[config.mk]
export PLATFORM = sky130hd
export DESIGN_NAME = decode_issue_flat
export DESIGN_NICKNAME = d
export VERILOG_FILES = /design/src/rtl/decode_issue_pkg.sv /design/src/rtl/decode_issue_if.sv /design/src/rtl/decode_issue_regfile_8x32.sv /design/src/rtl/decode_issue.sv /design/src/flat_wrapper.sv
export SDC_FILE = /design/constraint.sdc
export NUM_CORES = 1
export LEC_CHECK = 0
export ABC_AREA = 1
export BUFFER_PORTS_ARGS = -buffer_cell sky130_fd_sc_hd__buf_2
export CAP_MARGIN = 15
export CORE_MARGIN = 1
export CORE_UTILIZATION = 25
export CTS_CLUSTER_DIAMETER = 100
export CTS_CLUSTER_SIZE = 20
export DETAILED_ROUTE_END_ITERATION = 10
export HOLD_SLACK_MARGIN = 0.12
export REMOVE_ABC_BUFFERS = 1
export SLEW_MARGIN = 10
export SYNTH_ARGS = -nofsm -noshare
export SYNTH_HDL_FRONTEND = slang
export SYNTH_SLANG_ARGS = --single-unit
[constraint.sdc]
create_clock -name clk -period 15.4 [get_ports clk]
set_input_delay 2.31 -clock clk [delete_from_list [all_inputs] [get_ports clk]]
set_output_delay 2.31 -clock clk [all_outputs]
set_load 0.01 [all_outputs]
[src/rtl/decode_issue_pkg.sv]
// Shared types for the decode/issue stage: ALU op codes, instruction layout,
// register-file sizing and the input-buffer state encoding.
package definitions;

    typedef enum logic [1:0] {
        OP_OR  = 2'd0,
        OP_AND = 2'd1,
        OP_ADD = 2'd2,
        OP_SUB = 2'd3
    } op_code;

    localparam int NUM_REGS = 8;
    localparam int REG_AW   = $clog2(NUM_REGS);

    typedef logic [REG_AW-1:0] reg_addr_t;

    typedef struct packed {
        op_code     op;       // [31:30]
        reg_addr_t  rd;       // [29:27]
        reg_addr_t  ra;       // [26:24]
        reg_addr_t  rb;       // [23:21]
        logic       use_imm;  // [20]
        logic [3:0] ign;      // [19:16] carried but never interpreted
        logic [15:0] imm;     // [15:0]
    } instr_t;

    typedef enum logic {
        EMPTY = 1'b0,
        FULL  = 1'b1
    } dec_state_e;

    // Source operand with same-cycle writeback forwarding; r0 is never forwarded.
    function automatic logic [31:0] bypass(reg_addr_t addr, logic [31:0] rf_data,
                                           logic wb_en, reg_addr_t wb_addr,
                                           logic [31:0] wb_data);
        if (wb_en && (wb_addr == addr) && (addr != '0)) return wb_data;
        return rf_data;
    endfunction

endpackage

[src/rtl/decode_issue_if.sv]
// Instruction-in, writeback-in and issue-out channels of the decode/issue stage.
interface decode_issue_if;
    import definitions::*;

    logic        instr_valid_i;
    logic [31:0] instr_i;
    logic        instr_ready_o;

    logic        wb_en_i;
    reg_addr_t   wb_addr_i;
    logic [31:0] wb_data_i;

    logic        ex_valid_o;
    logic        ex_ready_i;
    logic [31:0] rs_o;
    logic [31:0] rt_o;
    op_code      op_o;
    reg_addr_t   rd_o;

    modport slave (
        input  instr_valid_i, instr_i, wb_en_i, wb_addr_i, wb_data_i, ex_ready_i,
        output instr_ready_o, ex_valid_o, rs_o, rt_o, op_o, rd_o
    );

    modport master (
        output instr_valid_i, instr_i, wb_en_i, wb_addr_i, wb_data_i, ex_ready_i,
        input  instr_ready_o, ex_valid_o, rs_o, rt_o, op_o, rd_o
    );

endinterface

[src/rtl/decode_issue_regfile_8x32.sv]
// 8x32 register file: two combinational read ports, one clocked write port,
// r0 hardwired to zero.
module regfile_8x32
    import definitions::*;
(
    input  logic        clk,
    input  logic        reset,
    input  reg_addr_t   raddr_a,
    input  reg_addr_t   raddr_b,
    output logic [31:0] rdata_a,
    output logic [31:0] rdata_b,
    input  logic        we,
    input  reg_addr_t   waddr,
    input  logic [31:0] wdata
);

    logic [31:0] regs_q [NUM_REGS];
    logic [31:0] regs_d [NUM_REGS];

    always_comb begin
        // NOTE: default every always_comb output first so no path infers a latch.
        regs_d = regs_q;
        if (we && (waddr != '0)) regs_d[waddr] = wdata;
    end

    // NOTE: this array is small and must read zero after reset, so it is reset
    // as flops; a large RAM would not be.
    always_ff @(posedge clk or posedge reset) begin
        if (reset) begin
            for (int i = 0; i < NUM_REGS; i++) regs_q[i] <= '0;
        end else begin
            // NOTE: sequential state uses non-blocking assignment only.
            regs_q <= regs_d;
        end
    end

    assign rdata_a = (raddr_a == '0) ? '0 : regs_q[raddr_a];
    assign rdata_b = (raddr_b == '0) ? '0 : regs_q[raddr_b];

endmodule

[src/rtl/decode_issue.sv]
// Decode/issue stage: one-entry instruction buffer, scoreboard hazard check,
// operand read with writeback bypass and a registered issue slot to the ALU.
module decode_issue
    import definitions::*;
(
    input logic           clk,
    input logic           reset,
    decode_issue_if.slave bus
);

    dec_state_e          state_q, state_d;
    instr_t              buf_q, buf_d;
    logic [NUM_REGS-1:0] pend_q, pend_d;

    logic                ex_valid_q, ex_valid_d;
    logic [31:0]         rs_q, rs_d;
    logic [31:0]         rt_q, rt_d;
    op_code              op_q, op_d;
    reg_addr_t           rd_q, rd_d;

    logic [31:0]         rf_a, rf_b;
    logic [31:0]         opnd_a, opnd_b;
    logic [NUM_REGS-1:0] wb_mask;
    logic [NUM_REGS-1:0] eff_pend;
    logic                hazard;
    logic                issue;
    logic                handshake;
    logic [3:0]          unused_ign;

    regfile_8x32 u_regfile (
        .clk     (clk),
        .reset   (reset),
        .raddr_a (buf_q.ra),
        .raddr_b (buf_q.rb),
        .rdata_a (rf_a),
        .rdata_b (rf_b),
        .we      (bus.wb_en_i),
        .waddr   (bus.wb_addr_i),
        .wdata   (bus.wb_data_i)
    );

    // A register written back this cycle no longer blocks its readers.
    always_comb begin
        wb_mask = '0;
        if (bus.wb_en_i) wb_mask[bus.wb_addr_i] = 1'b1;
    end

    assign eff_pend  = pend_q & ~wb_mask;
    assign hazard    = eff_pend[buf_q.ra]
                     | (~buf_q.use_imm & eff_pend[buf_q.rb])
                     | eff_pend[buf_q.rd];
    assign issue     = (state_q == FULL) && !hazard && (!ex_valid_q || bus.ex_ready_i);
    assign handshake = bus.instr_valid_i && bus.instr_ready_o;
    assign unused_ign = buf_q.ign;

    assign opnd_a = bypass(buf_q.ra, rf_a, bus.wb_en_i, bus.wb_addr_i, bus.wb_data_i);
    assign opnd_b = buf_q.use_imm ? {16'h0000, buf_q.imm}
                  : bypass(buf_q.rb, rf_b, bus.wb_en_i, bus.wb_addr_i, bus.wb_data_i);

    always_comb begin
        state_d    = state_q;
        buf_d      = buf_q;
        ex_valid_d = ex_valid_q;
        rs_d       = rs_q;
        rt_d       = rt_q;
        op_d       = op_q;
        rd_d       = rd_q;

        case (state_q)
            EMPTY:   if (handshake) state_d = FULL;
            FULL:    if (issue) state_d = handshake ? FULL : EMPTY;
            default: state_d = EMPTY;
        endcase

        if (handshake) buf_d = instr_t'(bus.instr_i);

        // Set after clear so an issuing writer wins over a same-register writeback.
        pend_d = pend_q & ~wb_mask;
        if (issue && (buf_q.rd != '0)) pend_d[buf_q.rd] = 1'b1;
        pend_d[0] = 1'b0;

        if (issue) begin
            ex_valid_d = 1'b1;
            rs_d       = opnd_a;
            rt_d       = opnd_b;
            op_d       = buf_q.op;
            rd_d       = buf_q.rd;
        end else if (bus.ex_ready_i) begin
            ex_valid_d = 1'b0;
        end
    end

    always_ff @(posedge clk or posedge reset) begin
        if (reset) begin
            state_q    <= EMPTY;
            buf_q      <= '0;
            pend_q     <= '0;
            ex_valid_q <= 1'b0;
            rs_q       <= '0;
            rt_q       <= '0;
            op_q       <= OP_OR;
            rd_q       <= '0;
        end else begin
            state_q    <= state_d;
            buf_q      <= buf_d;
            pend_q     <= pend_d;
            ex_valid_q <= ex_valid_d;
            rs_q       <= rs_d;
            rt_q       <= rt_d;
            op_q       <= op_d;
            rd_q       <= rd_d;
        end
    end

    assign bus.instr_ready_o = (state_q == EMPTY) || issue;
    assign bus.ex_valid_o    = ex_valid_q;
    assign bus.rs_o          = rs_q;
    assign bus.rt_o          = rt_q;
    assign bus.op_o          = op_q;
    assign bus.rd_o          = rd_q;

endmodule

[src/flat_wrapper.sv]
// flat-port wrapper written by rule: the top's interface ports become plain ports
module decode_issue_flat import definitions::*;
  (clk, reset, bus_instr_valid_i, bus_instr_i, bus_wb_en_i, bus_wb_addr_i, bus_wb_data_i, bus_ex_ready_i, bus_instr_ready_o, bus_ex_valid_o, bus_rs_o, bus_rt_o, bus_op_o, bus_rd_o);
  decode_issue_if bus_i ();
  input logic clk;
  input logic reset;
  input wire logic [$bits(bus_i.instr_valid_i)-1:0] bus_instr_valid_i;
  input wire logic [$bits(bus_i.instr_i)-1:0] bus_instr_i;
  input wire logic [$bits(bus_i.wb_en_i)-1:0] bus_wb_en_i;
  input wire logic [$bits(bus_i.wb_addr_i)-1:0] bus_wb_addr_i;
  input wire logic [$bits(bus_i.wb_data_i)-1:0] bus_wb_data_i;
  input wire logic [$bits(bus_i.ex_ready_i)-1:0] bus_ex_ready_i;
  output wire logic [$bits(bus_i.instr_ready_o)-1:0] bus_instr_ready_o;
  output wire logic [$bits(bus_i.ex_valid_o)-1:0] bus_ex_valid_o;
  output wire logic [$bits(bus_i.rs_o)-1:0] bus_rs_o;
  output wire logic [$bits(bus_i.rt_o)-1:0] bus_rt_o;
  output wire logic [$bits(bus_i.op_o)-1:0] bus_op_o;
  output wire logic [$bits(bus_i.rd_o)-1:0] bus_rd_o;
  assign bus_i.instr_valid_i = bus_instr_valid_i;
  assign bus_i.instr_i = bus_instr_i;
  assign bus_i.wb_en_i = bus_wb_en_i;
  assign bus_i.wb_addr_i = bus_wb_addr_i;
  assign bus_i.wb_data_i = bus_wb_data_i;
  assign bus_i.ex_ready_i = bus_ex_ready_i;
  assign bus_instr_ready_o = bus_i.instr_ready_o;
  assign bus_ex_valid_o = bus_i.ex_valid_o;
  assign bus_rs_o = bus_i.rs_o;
  assign bus_rt_o = bus_i.rt_o;
  assign bus_op_o = bus_i.op_o;
  assign bus_rd_o = bus_i.rd_o;
  decode_issue u_core (.clk(clk), .reset(reset), .bus(bus_i));
endmodule
# Word level (Yosys, flattened, before mapping)
# Index checks and enable logic that the tools add are counted.
# totals
ff_bits	362
inputBits	72
out_inout_bits	71
wordCells	102
# classes
magnitude_cmp	10
n_eq_ne	2
n_mux	35
bitwise	11
reduce_logical	23
# ops
operator	count
32-bit 2-to-1 mux	12
256-bit bitwise mux	1
32-bit binary-select mux with 3-bit select	2
32-bit demux with 3-bit select	1
3-bit by 4-bit less-than comparator with 1-bit output (second input constant)	4
8-bit 2-to-1 mux	2
4-bit greater-or-equal comparator (second input constant)	3
1-bit logical AND	12
3-bit inverter with 4-bit output	3
3-bit nonzero test	4
1-bit 2-to-1 mux	11
1-bit binary-select mux with 3-bit select	3
8-bit AND	1
8-bit inverter	1
8-bit bitwise OR	1
1-bit demux with 3-bit select	2
3-bit equality test	2
3-bit by 1-bit greater-or-equal comparator with 1-bit output (second input constant)	2
3-bit zero test	2
4-bit by 1-bit less-than comparator with 1-bit output (second input constant)	1
1-bit zero test	2
1-bit logical OR	2
1-bit inverter	2
1-bit bitwise OR	2
other kinds (3)	3

# Logic depth before layout (Yosys ltp)
# depth
word_depth	20
depth_mapped	15

# Modules after synthesis
# Synthesis repeated with hierarchy kept, for this count alone.
# hier_totals
hier_cells	2808
hier_area_um2	19894.1
# by_module_without_submodules
mod	instances	cells_per_inst	area_per_inst_um2
regfile_8x32	1	2180	14690.3
decode_issue	1	628	5203.7

# Worst setup path after synthesis
# OpenSTA, ideal clock, no wires.
# synth_timing
path_type	input -> output
from	in bus_wb_en_i
to	out bus_instr_ready_o
arrival_ns	3.463
required_ns	13.090
setup_slack_ns	9.627
stages	11
path_buffers	1
cell_sequence	inv_1 > nor2_1 > nand2_1 > nand3_1 > nand2_1 > nor2_1 > nand3_1 > nor2_2 > nand4_4 > nand2_2 > buf_2
# synth_via
elab_chain_cells	12
# synth_lines
element	line	source
start, declared	flat_wrapper.sv:9	input wire logic [$bits(bus_i.wb_en_i)-1:0] bus_wb_en_i;
8-bit 2-to-1 mux *	decode_issue.sv:45	if (bus.wb_en_i) wb_mask[bus.wb_addr_i] = 1'b1;
8-bit inverter *	decode_issue.sv:48	assign eff_pend = pend_q & ~wb_mask;
8-bit AND *	decode_issue.sv:48	
1-bit binary-select mux with 3-bit select	decode_issue.sv:50	| (~buf_q.use_imm & eff_pend[buf_q.rb])
1-bit 2-to-1 mux (implied by the code)	decode_issue.sv:50	
1-bit AND	decode_issue.sv:50	
1-bit bitwise OR	decode_issue.sv:50	
1-bit bitwise OR *	decode_issue.sv:51	| eff_pend[buf_q.rd];
1-bit zero test *	decode_issue.sv:52	assign issue = (state_q == FULL) && !hazard && (!ex_valid_q || bus.ex_ready_i);
1-bit logical AND * (2 in a row)	decode_issue.sv:52	
1-bit logical OR *	decode_issue.sv:115	assign bus.instr_ready_o = (state_q == EMPTY) || issue;
end, declared	flat_wrapper.sv:13	output wire logic [$bits(bus_i.instr_ready_o)-1:0] bus_instr_ready_o;
# Mark *: on every way between the ends. The rest lies on a longest branch, timed or not. The select of a mux whose other input is x is not followed.

# Worst setup path after layout
# layout_timing
from	in bus_wb_addr_i[0]
to	out bus_instr_ready_o
# layout_via
elab_chain_cells	16
# layout_lines
element	line	source
start, declared	flat_wrapper.sv:10	input wire logic [$bits(bus_i.wb_addr_i)-1:0] bus_wb_addr_i;
3-bit by 4-bit less-than comparator with 1-bit output (implied by the code) / 3-bit by 1-bit greater-or-equal comparator with 1-bit output (equally long branches)	decode_issue.sv:45	
1-bit logical AND (implied by the code)	decode_issue.sv:45	
1-bit 2-to-1 mux (implied by the code)	decode_issue.sv:45	
1-bit demux with 3-bit select *	--	
8-bit 2-to-1 mux *	decode_issue.sv:45	
8-bit inverter *	decode_issue.sv:48	
8-bit AND *	decode_issue.sv:48	
1-bit binary-select mux with 3-bit select	decode_issue.sv:50	
1-bit 2-to-1 mux (implied by the code)	decode_issue.sv:50	
1-bit AND	decode_issue.sv:50	
1-bit bitwise OR	decode_issue.sv:50	
1-bit bitwise OR *	decode_issue.sv:51	
1-bit zero test *	decode_issue.sv:52	
1-bit logical AND * (2 in a row)	decode_issue.sv:52	
1-bit logical OR *	decode_issue.sv:115	
# Marked as above.

==> metrics.txt <==
Crit Path Max Fanout=66; worst slack, placed=7.793 ns; sequential fraction of the synthesis area=49.78%; Worst slew margin=21.86%; CP cell instances=buf_2 -> nand2_1 -> inv_1 -> nand2_4 -> nand2_1 -> nand2_1 -> nand3_1 -> nand3_1 -> nor2_2 -> nand4_4 -> nand2_2 -> buf_4 -> buf_2; status=finished clean; largest family of logic cells by synthesized area=compound AO/OA/AOI/OAI gates; CTS Buf Count=22; slowest stage delay, CP=0.49 ns; grt met2 use=25.61%; number of global-route vias before repair=15.27k; Vias/cell=4.824; via count=16.13k; final worst clock skew=0.01706 ns; CTS tree=done; VDD IR-drop max=87.76 uV; post-route setup TNS=0 ns; flop and latch count out of synthesis=362; Worst Path Required=13.09 ns; Post-DP HPWL=34110 um; critical path data arrival time=5.33 ns; Final Setup Violations=0; Port Buf Inserts=138; H-Tree Depth=1; Setup CP Type=in2out; dominant cell type by area after synthesis=dfrtp_1; Fill cells=7806; pwr/cell area=192.2 mW/mm2; Row Count=98; max_cap viols=0; Simple-Gate Fraction of Synth Area=18.70%; synth top area cells=dfrtp_1, o21ai_0, nand2_1; Top cell by count, worst path=nand2_1; routed wire length=58730 um; worst reg2reg setup slack=10.80 ns; core box area=0.07173 mm2; area grow syn2layout=10.58%; FMAX=0.1308 GHz; largest net degree at the start of global routing=118; gr ovfl total=0; Clock Path Buffers=3; top-area cell type share of the netlist area=49.78%; drt initial violations=1391; Hold Path Class=reg2reg; PostCTS Resize Cnt=0; Syn Area/Cell=7.544 um2; antenna violations before repair=14; Post-Synth Adder-Cell Area=0%; mux share of post-synthesis cell area=0%; clock latency on the worst-skew pair=0.55 ns; startpoint types=input port; DRT Pass-1 Iters=5; slack of the critical path=7.757 ns; die height=271.8 um; post-synthesis compound-gate area fraction=24.39%; die width=271.8 um; GR peak layer=met2; Synth cell types=26; layout cells sized above 1=9.243%; M1 GR Usage=21.08%; Routed WL per cell=17.57 um; # IOs=143; DRC errors left=0; clock root cell=clkbuf_16; final slew viol count=0; XOR/XNOR share of the synthesized area=0.04813%; Final Wtd Congestion=0.8027; slowest CP cell=nand2_4; Initial Utilization=25.37%; crit path time final=7.643 ns; Cells after Synth=2412; M3 GR Usage=2.972%; Mapped Area=0.01820 mm2; Reg clk slew, reported paths=0.08 ns; Fin. Hold Viols=0; DIE AREA=0.07387 mm2; worst-margin pin slew=1.171 ns; Final ANT Viol Nets=0; TritonCTS Sinks=362; unrepaired setup endpoints after global routing=no; Hold Buf Count CTS=0; CP endpoint kind=primary output; P_leak=9.305 nW; Final period util=49.63%; yosys warns=0; global-route wire length before repair=91520 um; Final Net Count=2459; Total GRT Usage=15.77%; Setup Buffers After CTS=0
-- routing by layer --
metal | up-vias | share of wire, %
li1 | 7932 | -
met1 | 7612 | 44
met2 | 473 | 46
met3 | 89 | 7.2
met4 | 22 | 2.8
met5 | - | 0.20
-- report_power, final --
part           switching (mW)  internal (mW)
registers               0.165           1.18
clock network           0.332          0.272
logic                    1.35          0.563
total                    1.85           2.02
-- cell usage after synthesis --
library cell  instances
o21ai_0             582
nand2_1             575
dfrtp_1             362
nor2_1              210
a21oi_1             177
clkbuf_1            175
inv_1               111
nand3_1              76
o211ai_1             47
a22oi_1              32
buf_2                25
buf_1                15
inv_2                 5
a211oi_1              3
nor2_2                3
clkinv_1              2
nand2_2               2
o21ai_1               2
buf_4                 1
nand2_4               1
nand4_4               1
nor3_1                1
o21bai_1              1
o22ai_1               1
or2_2                 1
xor2_1                1
-- worst max-delay path: cells and delay by family --
kind	cells	cell delay (ns)
simple gates	9	1.98
buf+inv	4	1.00
-- cell families after synthesis --
group / Yosys count
and+or+nand+nor: 870
AOI/OAI and AO/OA: 845
DFF: 362
buffers and inverters: 334
xor gates and xnor gates: 1
-- cell type report --
type	instances	area [um2]	share of cell area, %
multi-input cells	1716	7891	39.22
inverters	118	450.4	2.239
clock buffers	26	586.8	2.916
flip-flops and latches	362	9071	45.08
clock inverters	2	20.02	0.09949
well taps	950	1189	5.907
diodes	2	5.005	0.02487
repair buffers	167	908.4	4.514
-- per-stage QoR --
| stage | hold WS [ns] | utilization [%] | std cells | power (mW) | cell area, um2 |
|---|---|---|---|---|---|
| 6_report | 0.3807 | 28.05 | 3343 | 3.867 | 20120 |
| 5_1_grt | 0.3885 | 28.05 | 3343 | 4.197 | 20120 |
| 4_1_cts | 0.3857 | 28.04 | 3341 | 3.899 | 20120 |
| 3_5_place_dp | 0.3656 | 27.20 | 3313 | 3.287 | 19510 |
| 3_3_place_gp | 0.3656 | 27.20 | 3313 | 3.267 | 19510 |
| 2_1_floorplan | 0.3537 | - | 2196 | 2.555 | 17350 |
-- worst paths after layout --
| path | start | to | cells after the start |
|---|---|---|---|
| max | bus_wb_addr_i[0] | bus_instr_ready_o | 13 |
| min | u_core.u_regfile.regs_q[239]$_DFFE_PP0P_ | u_core.u_regfile.regs_q[239]$_DFFE_PP0P_ | 0 |
| max reg2reg | u_core.buf_q[21]$_DFFE_PP0P_ | u_core.bus.rt_o[8]$_DFFE_PP0P_ | 14 |
| min reg2reg | u_core.u_regfile.regs_q[239]$_DFFE_PP0P_ | u_core.u_regfile.regs_q[239]$_DFFE_PP0P_ | 0 |
| max in group asynchronous | reset | u_core.buf_q[21]$_DFFE_PP0P_ | 5 |
| min in group asynchronous | reset | u_core.bus.rs_o[23]$_DFFE_PP0P_ | 2 |
-- registers in the layout, summed over array words and instances, names as in the netlist --
register	flops
u_core.u_regfile.regs_q	256
u_core.bus.op_o	2
u_core.bus.rt_o	32
u_core.buf_q	28
u_core.pend_q	7
u_core.bus.rd_o	3
u_core.bus.rs_o	32
u_core.bus.ex_valid_o	1
u_core.state_q	1
-- placed cells by master, fill, tap and decap left out, types with 3 or more instances in the layout --
| master | n |
|---|---|
| a211oi_1 | 3 |
| a21oi_1 | 177 |
| a22oi_1 | 32 |
| buf_2 | 138 |
| buf_4 | 29 |
| clkbuf_1 | 3 |
| clkbuf_16 | 23 |
| dfrtp_1 | 358 |
| dfrtp_4 | 3 |
| inv_1 | 109 |
| inv_2 | 7 |
| nand2_1 | 569 |
| nand2_2 | 6 |
| nand2_4 | 3 |
| nand3_1 | 76 |
| nor2_1 | 207 |
| nor2_2 | 4 |
| o211ai_1 | 47 |
| o21ai_0 | 582 |
Power figures use the tool's default switching activity.
